File: src/rtl/mul_share_ctrl_pkg.sv
// Shared types and defaults for the shared-multiplier controller.
// Imported by the controller top and its round-robin arbiter.
package mul_pkg;

    localparam int W_A_DEF = 11;
    localparam int W_B_DEF = 11;
    localparam int W_P_DEF = W_A_DEF + W_B_DEF;

    typedef enum logic [1:0] {
        IDLE,
        ISSUE,
        WAIT,
        RESP
    } state_t;

    function automatic int idx_w(input int n);
        return (n > 1) ? $clog2(n) : 1;
    endfunction

endpackage

File: src/rtl/rr_arbiter.sv
// Combinational round-robin arbiter: first request at or above ptr, wrapping.
// Returns the grant both one-hot and as an index.
module rr_arbiter
    import mul_pkg::*;
#(
    parameter int N_REQ = 2,
    localparam int IW = idx_w(N_REQ)
) (
    input  logic [N_REQ-1:0] req,
    input  logic [IW-1:0]    ptr,
    output logic [N_REQ-1:0] grant,
    output logic [IW-1:0]    grant_idx
);

    logic found;

    always_comb begin
        grant     = '0;
        grant_idx = '0;
        found     = 1'b0;
        for (int k = 0; k < N_REQ; k++) begin
            if (!found && req[(int'(ptr) + k) % N_REQ]) begin
                found = 1'b1;
                grant[(int'(ptr) + k) % N_REQ] = 1'b1;
                grant_idx = IW'((int'(ptr) + k) % N_REQ);
            end
        end
    end

endmodule

File: src/rtl/mul_share_ctrl.sv
// Shares one multi-cycle multiplier between N_REQ requesters with
// round-robin arbitration, one op in flight and a watchdog abort.
module mul_share_ctrl
    import mul_pkg::*;
#(
    parameter int W_A   = W_A_DEF,
    parameter int W_B   = W_B_DEF,
    parameter int N_REQ = 2,
    parameter int W_TO  = 16,
    localparam int W_P  = W_A + W_B,
    localparam int IW   = idx_w(N_REQ)
) (
    input  logic               clock,
    input  logic               reset,
    input  logic [N_REQ-1:0]   req_valid,
    output logic [N_REQ-1:0]   req_ready,
    input  logic [N_REQ*W_A-1:0] req_a,
    input  logic [N_REQ*W_B-1:0] req_b,
    output logic [N_REQ-1:0]   rsp_valid,
    input  logic [N_REQ-1:0]   rsp_ready,
    output logic [W_P-1:0]     rsp_product,
    output logic               rsp_err,
    output logic               mul_start,
    output logic [W_A-1:0]     mul_a,
    output logic [W_B-1:0]     mul_b,
    input  logic               mul_done,
    input  logic [W_P-1:0]     mul_product,
    output logic               busy
);

    // Leaving WAIT when the counter steps onto all-ones bounds WAIT
    // to 2**W_TO-1 cycles.
    localparam logic [W_TO-1:0] WD_LAST = {{(W_TO-1){1'b1}}, 1'b0};

    state_t            state;
    logic [IW-1:0]     rr_ptr;
    logic [IW-1:0]     owner;
    logic [IW-1:0]     gnt_idx;
    logic [N_REQ-1:0]  gnt;
    logic [W_TO-1:0]   wd;
    logic              done_ok;
    logic              to_hit;

    rr_arbiter #(.N_REQ(N_REQ)) u_arb (
        .req       (req_valid),
        .ptr       (rr_ptr),
        .grant     (gnt),
        .grant_idx (gnt_idx)
    );

    // wd is zero only in the first WAIT cycle, where done may be stale.
    assign done_ok   = mul_done && (wd != '0);
    assign to_hit    = (wd == WD_LAST);
    assign req_ready = (state == IDLE && reset) ? gnt : '0;
    assign rsp_valid = (state == RESP) ? (N_REQ'(1) << owner) : '0;
    assign mul_start = (state == ISSUE);
    assign busy      = (state != IDLE);

    always_ff @(posedge clock) begin
        if (!reset) begin
            state       <= IDLE;
            rr_ptr      <= '0;
            owner       <= '0;
            wd          <= '0;
            mul_a       <= '0;
            mul_b       <= '0;
            rsp_product <= '0;
            rsp_err     <= 1'b0;
        end else begin
            unique case (state)
                IDLE: begin
                    if (|req_valid) begin
                        mul_a <= req_a[int'(gnt_idx)*W_A +: W_A];
                        mul_b <= req_b[int'(gnt_idx)*W_B +: W_B];
                        owner <= gnt_idx;
                        state <= ISSUE;
                    end
                end
                ISSUE: begin
                    wd    <= '0;
                    state <= WAIT;
                end
                WAIT: begin
                    wd <= wd + 1'b1;
                    if (done_ok) begin
                        rsp_product <= mul_product;
                        rsp_err     <= 1'b0;
                        state       <= RESP;
                    end else if (to_hit) begin
                        rsp_product <= '0;
                        rsp_err     <= 1'b1;
                        state       <= RESP;
                    end
                end
                RESP: begin
                    if (rsp_ready[owner]) begin
                        rr_ptr <= (owner == IW'(N_REQ-1)) ? '0 : owner + 1'b1;
                        state  <= IDLE;
                    end
                end
                default: state <= IDLE;
            endcase
        end
    end

endmodule

File: config.mk
export PLATFORM = sky130hd
export DESIGN_NAME = mul_share_ctrl
export DESIGN_NICKNAME = d
export VERILOG_FILES = /design/src/rtl/mul_share_ctrl_pkg.sv /design/src/rtl/rr_arbiter.sv /design/src/rtl/mul_share_ctrl.sv
export SDC_FILE = /design/constraint.sdc
export NUM_CORES = 1
export LEC_CHECK = 0
export ABC_AREA = 1
export CAP_MARGIN = 20
export CORE_MARGIN = 2
export CORE_UTILIZATION = 35
export DETAILED_ROUTE_END_ITERATION = 8
export PLACE_DENSITY = 0.67
export SYNTH_ARGS = -nofsm -noshare
export SYNTH_HDL_FRONTEND = slang
export SYNTH_HIERARCHICAL = 1
export SYNTH_SLANG_ARGS = --single-unit
File: constraint.sdc
create_clock -name clock -period 4.6 [get_ports clock]
set_input_delay 0.46 -clock clock [delete_from_list [all_inputs] [get_ports clock]]
set_output_delay 0.46 -clock clock [all_outputs]
set_load 0.01 [all_outputs]
==> flow_summary.yaml <==
clock_network:
  cts_tree: "done"
  cts.hold.buffers_added: 0
  postCtsSetupBuffers: 0
  clockRootBuffer: "clkbuf_8"
  clk_latency_ns: 0.35
  h-tree-depth: 3
  post_cts_resized: 0
  cts_sinks: 65
  cts_buffers: 9
  cts.clk_slew.worst_paths_ns: 0.07
  max-clock-path-buffers: 2
cells_and_area:
  fill_cells: 835
  drive_gt1_share_pct: 8.94
  finalInstanceArea_um2: 4590
  fin_util_pct: 53.4
  final_nets: 623
  area_delta_synth_final_pct: 49.8
  fin_cells: 656
  diodes: 0
detailed_routing:
  antenna_left: 0
  vias: 3055
  drc: 0
  wl_um: 7950
  viasPerCell: 4.66
  first_pass_iters: 4
  avgRoutedWirePerCell_um: 12.1
  drtIter0Drc: 67
setup_path:
  startpoint: "reset"
  r2r_start: "state[0]$_SDFFE_PN0P_"
  path_buf_inv: 3
  reg2reg_to: "wd[10]$_SDFFE_PN0P_"
  critical_path_class: "input port to output port"
  crit_path_cell_trace: "clkdlybuf4s50_1 -> buf_4 -> and3_1 -> clkdlybuf4s50_1"
  r2r_cells: 6
  startpoint_type: "input port"
  cp_max_fo: 29
  required_ns: 4.14
  reg2reg_slack_ns: 2.39
  slowest_stage: "clkdlybuf4s50_1"
  cpLargestDelayFamily: "buffers and inverters"
  end_kind: "output port"
  cp_slowest_stage_delay_ns: 0.54
  path_common_cell: "clkdlybuf4s50_1"
  cp.arrival_ns: 1.93
  cp-endpoint: "req_ready[1]"
  crit_cells: 4
die:
  chipHeight_um: 97.6
  num_io_pins: 124
  die_area_um2: 9520
  num_rows: 34
  die_w_um: 97.6
  initial_core_util_pct: 35.7
  coreArea_um2: 8590
yosys:
  synth_top_area_share_pct: 42.4
  yosys_warnings: 6
  seq_area_frac_synth_pct: 42.4
  post-synth-top-count-cell: "a21oi_1"
  synth_fp_nets: 505
  synth_flop_cell: "dfxtp_1"
  ys_types: 32
  synth_commonest_cells: "75 x a21oi_1, 72 x nand2_1, 65 x dfxtp_1, 53 x inv_1, 51 x nor2_1"
  ys_top_cells_by_area: "dfxtp_1 42%, a21oi_1 12%, nand2_1 8.8%, inv_1 6.5%, nor2_1 6.2%"
  syn_area_um2: 3070
  synth-seq-cells: 65
  async_flop_share_pct: 0
  synthCells: 425
  synth_edf_count: 0
  syn_area_per_cell_um2: 7.21
  synth_area_leader_cell: "dfxtp_1"
power:
  power_leakage_nw: 1.84
  p_switching_uw: 631
  internal_power_mw: 1.30
  powerDensity_nw_per_um2: 421
  p_comb_share_pct: 34.6
  seq_power_share_pct: 37.0
  ir_worst_vdd_mv: 0.202
  clkPwrFrac_pct: 28.5
  netSwitchingFraction_pct: 32.6
placed_design:
  io_buffers: 123
  post-dp-hpwl_um: 5830
  dpl_cell_area_um2: 4350
  gp_congestion: 0.878
  dp_slack_ns: 2.05
  place_inst: 639
sta:
  fmax_mhz: 418
  rsz0062_at_grt: "no"
  hold_viol_final: 0
  finalSetupViolations: 0
  period_share_pct: 52.0
  setup_ws_ns: 2.21
  setup_tns_ns: 0
  finalCriticalPeriod_ns: 2.39
  drv_slew: 0
  clock_skew_ns: 0.0112
  worst_pin_slew_ns: 0.831
  slew_headroom_pct: 44.6
hold_path:
  hold_path_class: "flop to flop"
  hold_depth: 2
global_routing:
  grtUsageTotal_pct: 17.3
  grt_max_degree: 45
  grt_pass1_vias: 2925
  grt_pass1_wl_um: 13500
  grt_antenna_before_repair: 0
  grt-ovfl-total: 0
job:
  drv_cap: 0
outcome:
  status: "completed"
[power by group through the flow]
stage	logic, mW	clock network [mW]	registers [mW]
after floorplan	0.306	0	0.758
after CTS	0.664	0.567	0.715
after global routing	0.749	0.597	0.729
after detailed placement	0.660	0	0.724
after global placement	0.656	0	0.723
final	0.669	0.551	0.715
[tightest hold or removal path, delay by kind of cell, from the launching register on]
family | cells | cell delay, ns
flops | 1 | 0.31
compound gates | 1 | 0.05
simple gates | 1 | 0.06
[worst min-delay path by stage]
stage,from,to
floorplan,wd[0]$_SDFFE_PN0P_,wd[0]$_SDFFE_PN0P_
global placement,rsp_product[13]$_SDFFE_PN0P_,rsp_product[13]$_SDFFE_PN0P_
detailed placement,rsp_product[19]$_SDFFE_PN0P_,rsp_product[19]$_SDFFE_PN0P_
CTS,rsp_product[19]$_SDFFE_PN0P_,rsp_product[19]$_SDFFE_PN0P_
global route,rsp_product[21]$_SDFFE_PN0P_,rsp_product[21]$_SDFFE_PN0P_
finish,rsp_product[19]$_SDFFE_PN0P_,rsp_product[19]$_SDFFE_PN0P_
[registers in the layout (all words and copies together) (netlist names)]
signal and count:
owner 1, rsp_product 22, rsp_err 1, mul_a 11, mul_b 11, wd 16, state 2, rr_ptr 1
[through the flow]
step                power, mW  hold WS, ns
floorplan                1.06        0.458
global placement         1.38        0.450
detailed placement       1.38        0.453
CTS                      1.95        0.464
global route             2.08        0.484
finish                   1.94        0.461
[layout by cell type (no fill, tap or decap), types with 2 or more instances in the layout]
cell	count
clkdlybuf4s50_1	123
a21oi_1	74
nand2_1	72
dfxtp_1	65
inv_1	53
nor2_1	51
o21ai_0	31
a21oi_2	11
nand3_1	10
nand2_2	10
clkbuf_8	10
ha_1	7
and3_1	3
buf_4	3
nor2_4	2
nand4_1	2
nand2_4	2
bufinv_16	2
[cells by family after synthesis]
logic type	count (synthesis)	synth area share [%]
fa+ha+maj	7	2.86
simple gates	158	22.9
buf+inv	73	10.0
flops	65	42.4
compound gates	122	21.8
[routing by layer]
layer  GRT usage, %  up-vias  wire [µm]
met4           6.52        0        143
met5              0        -          0
li1               -     1601          -
met2           26.4      110       3390
met1           20.7     1332       3490
met3           9.28       12        926
[area by class of cell]
type	instances	area, µm²	area share [%]
flip-flops and latches	65	1300	28.3
inverters	53	199	4.33
clock buffers	10	138	3.00
well taps	108	135	2.94
clock inverters	6	90.1	1.96
multi-input cells	287	1460	31.8
repair buffers	127	1270	27.6
No activity file was read; power rests on OpenSTA's default activity.
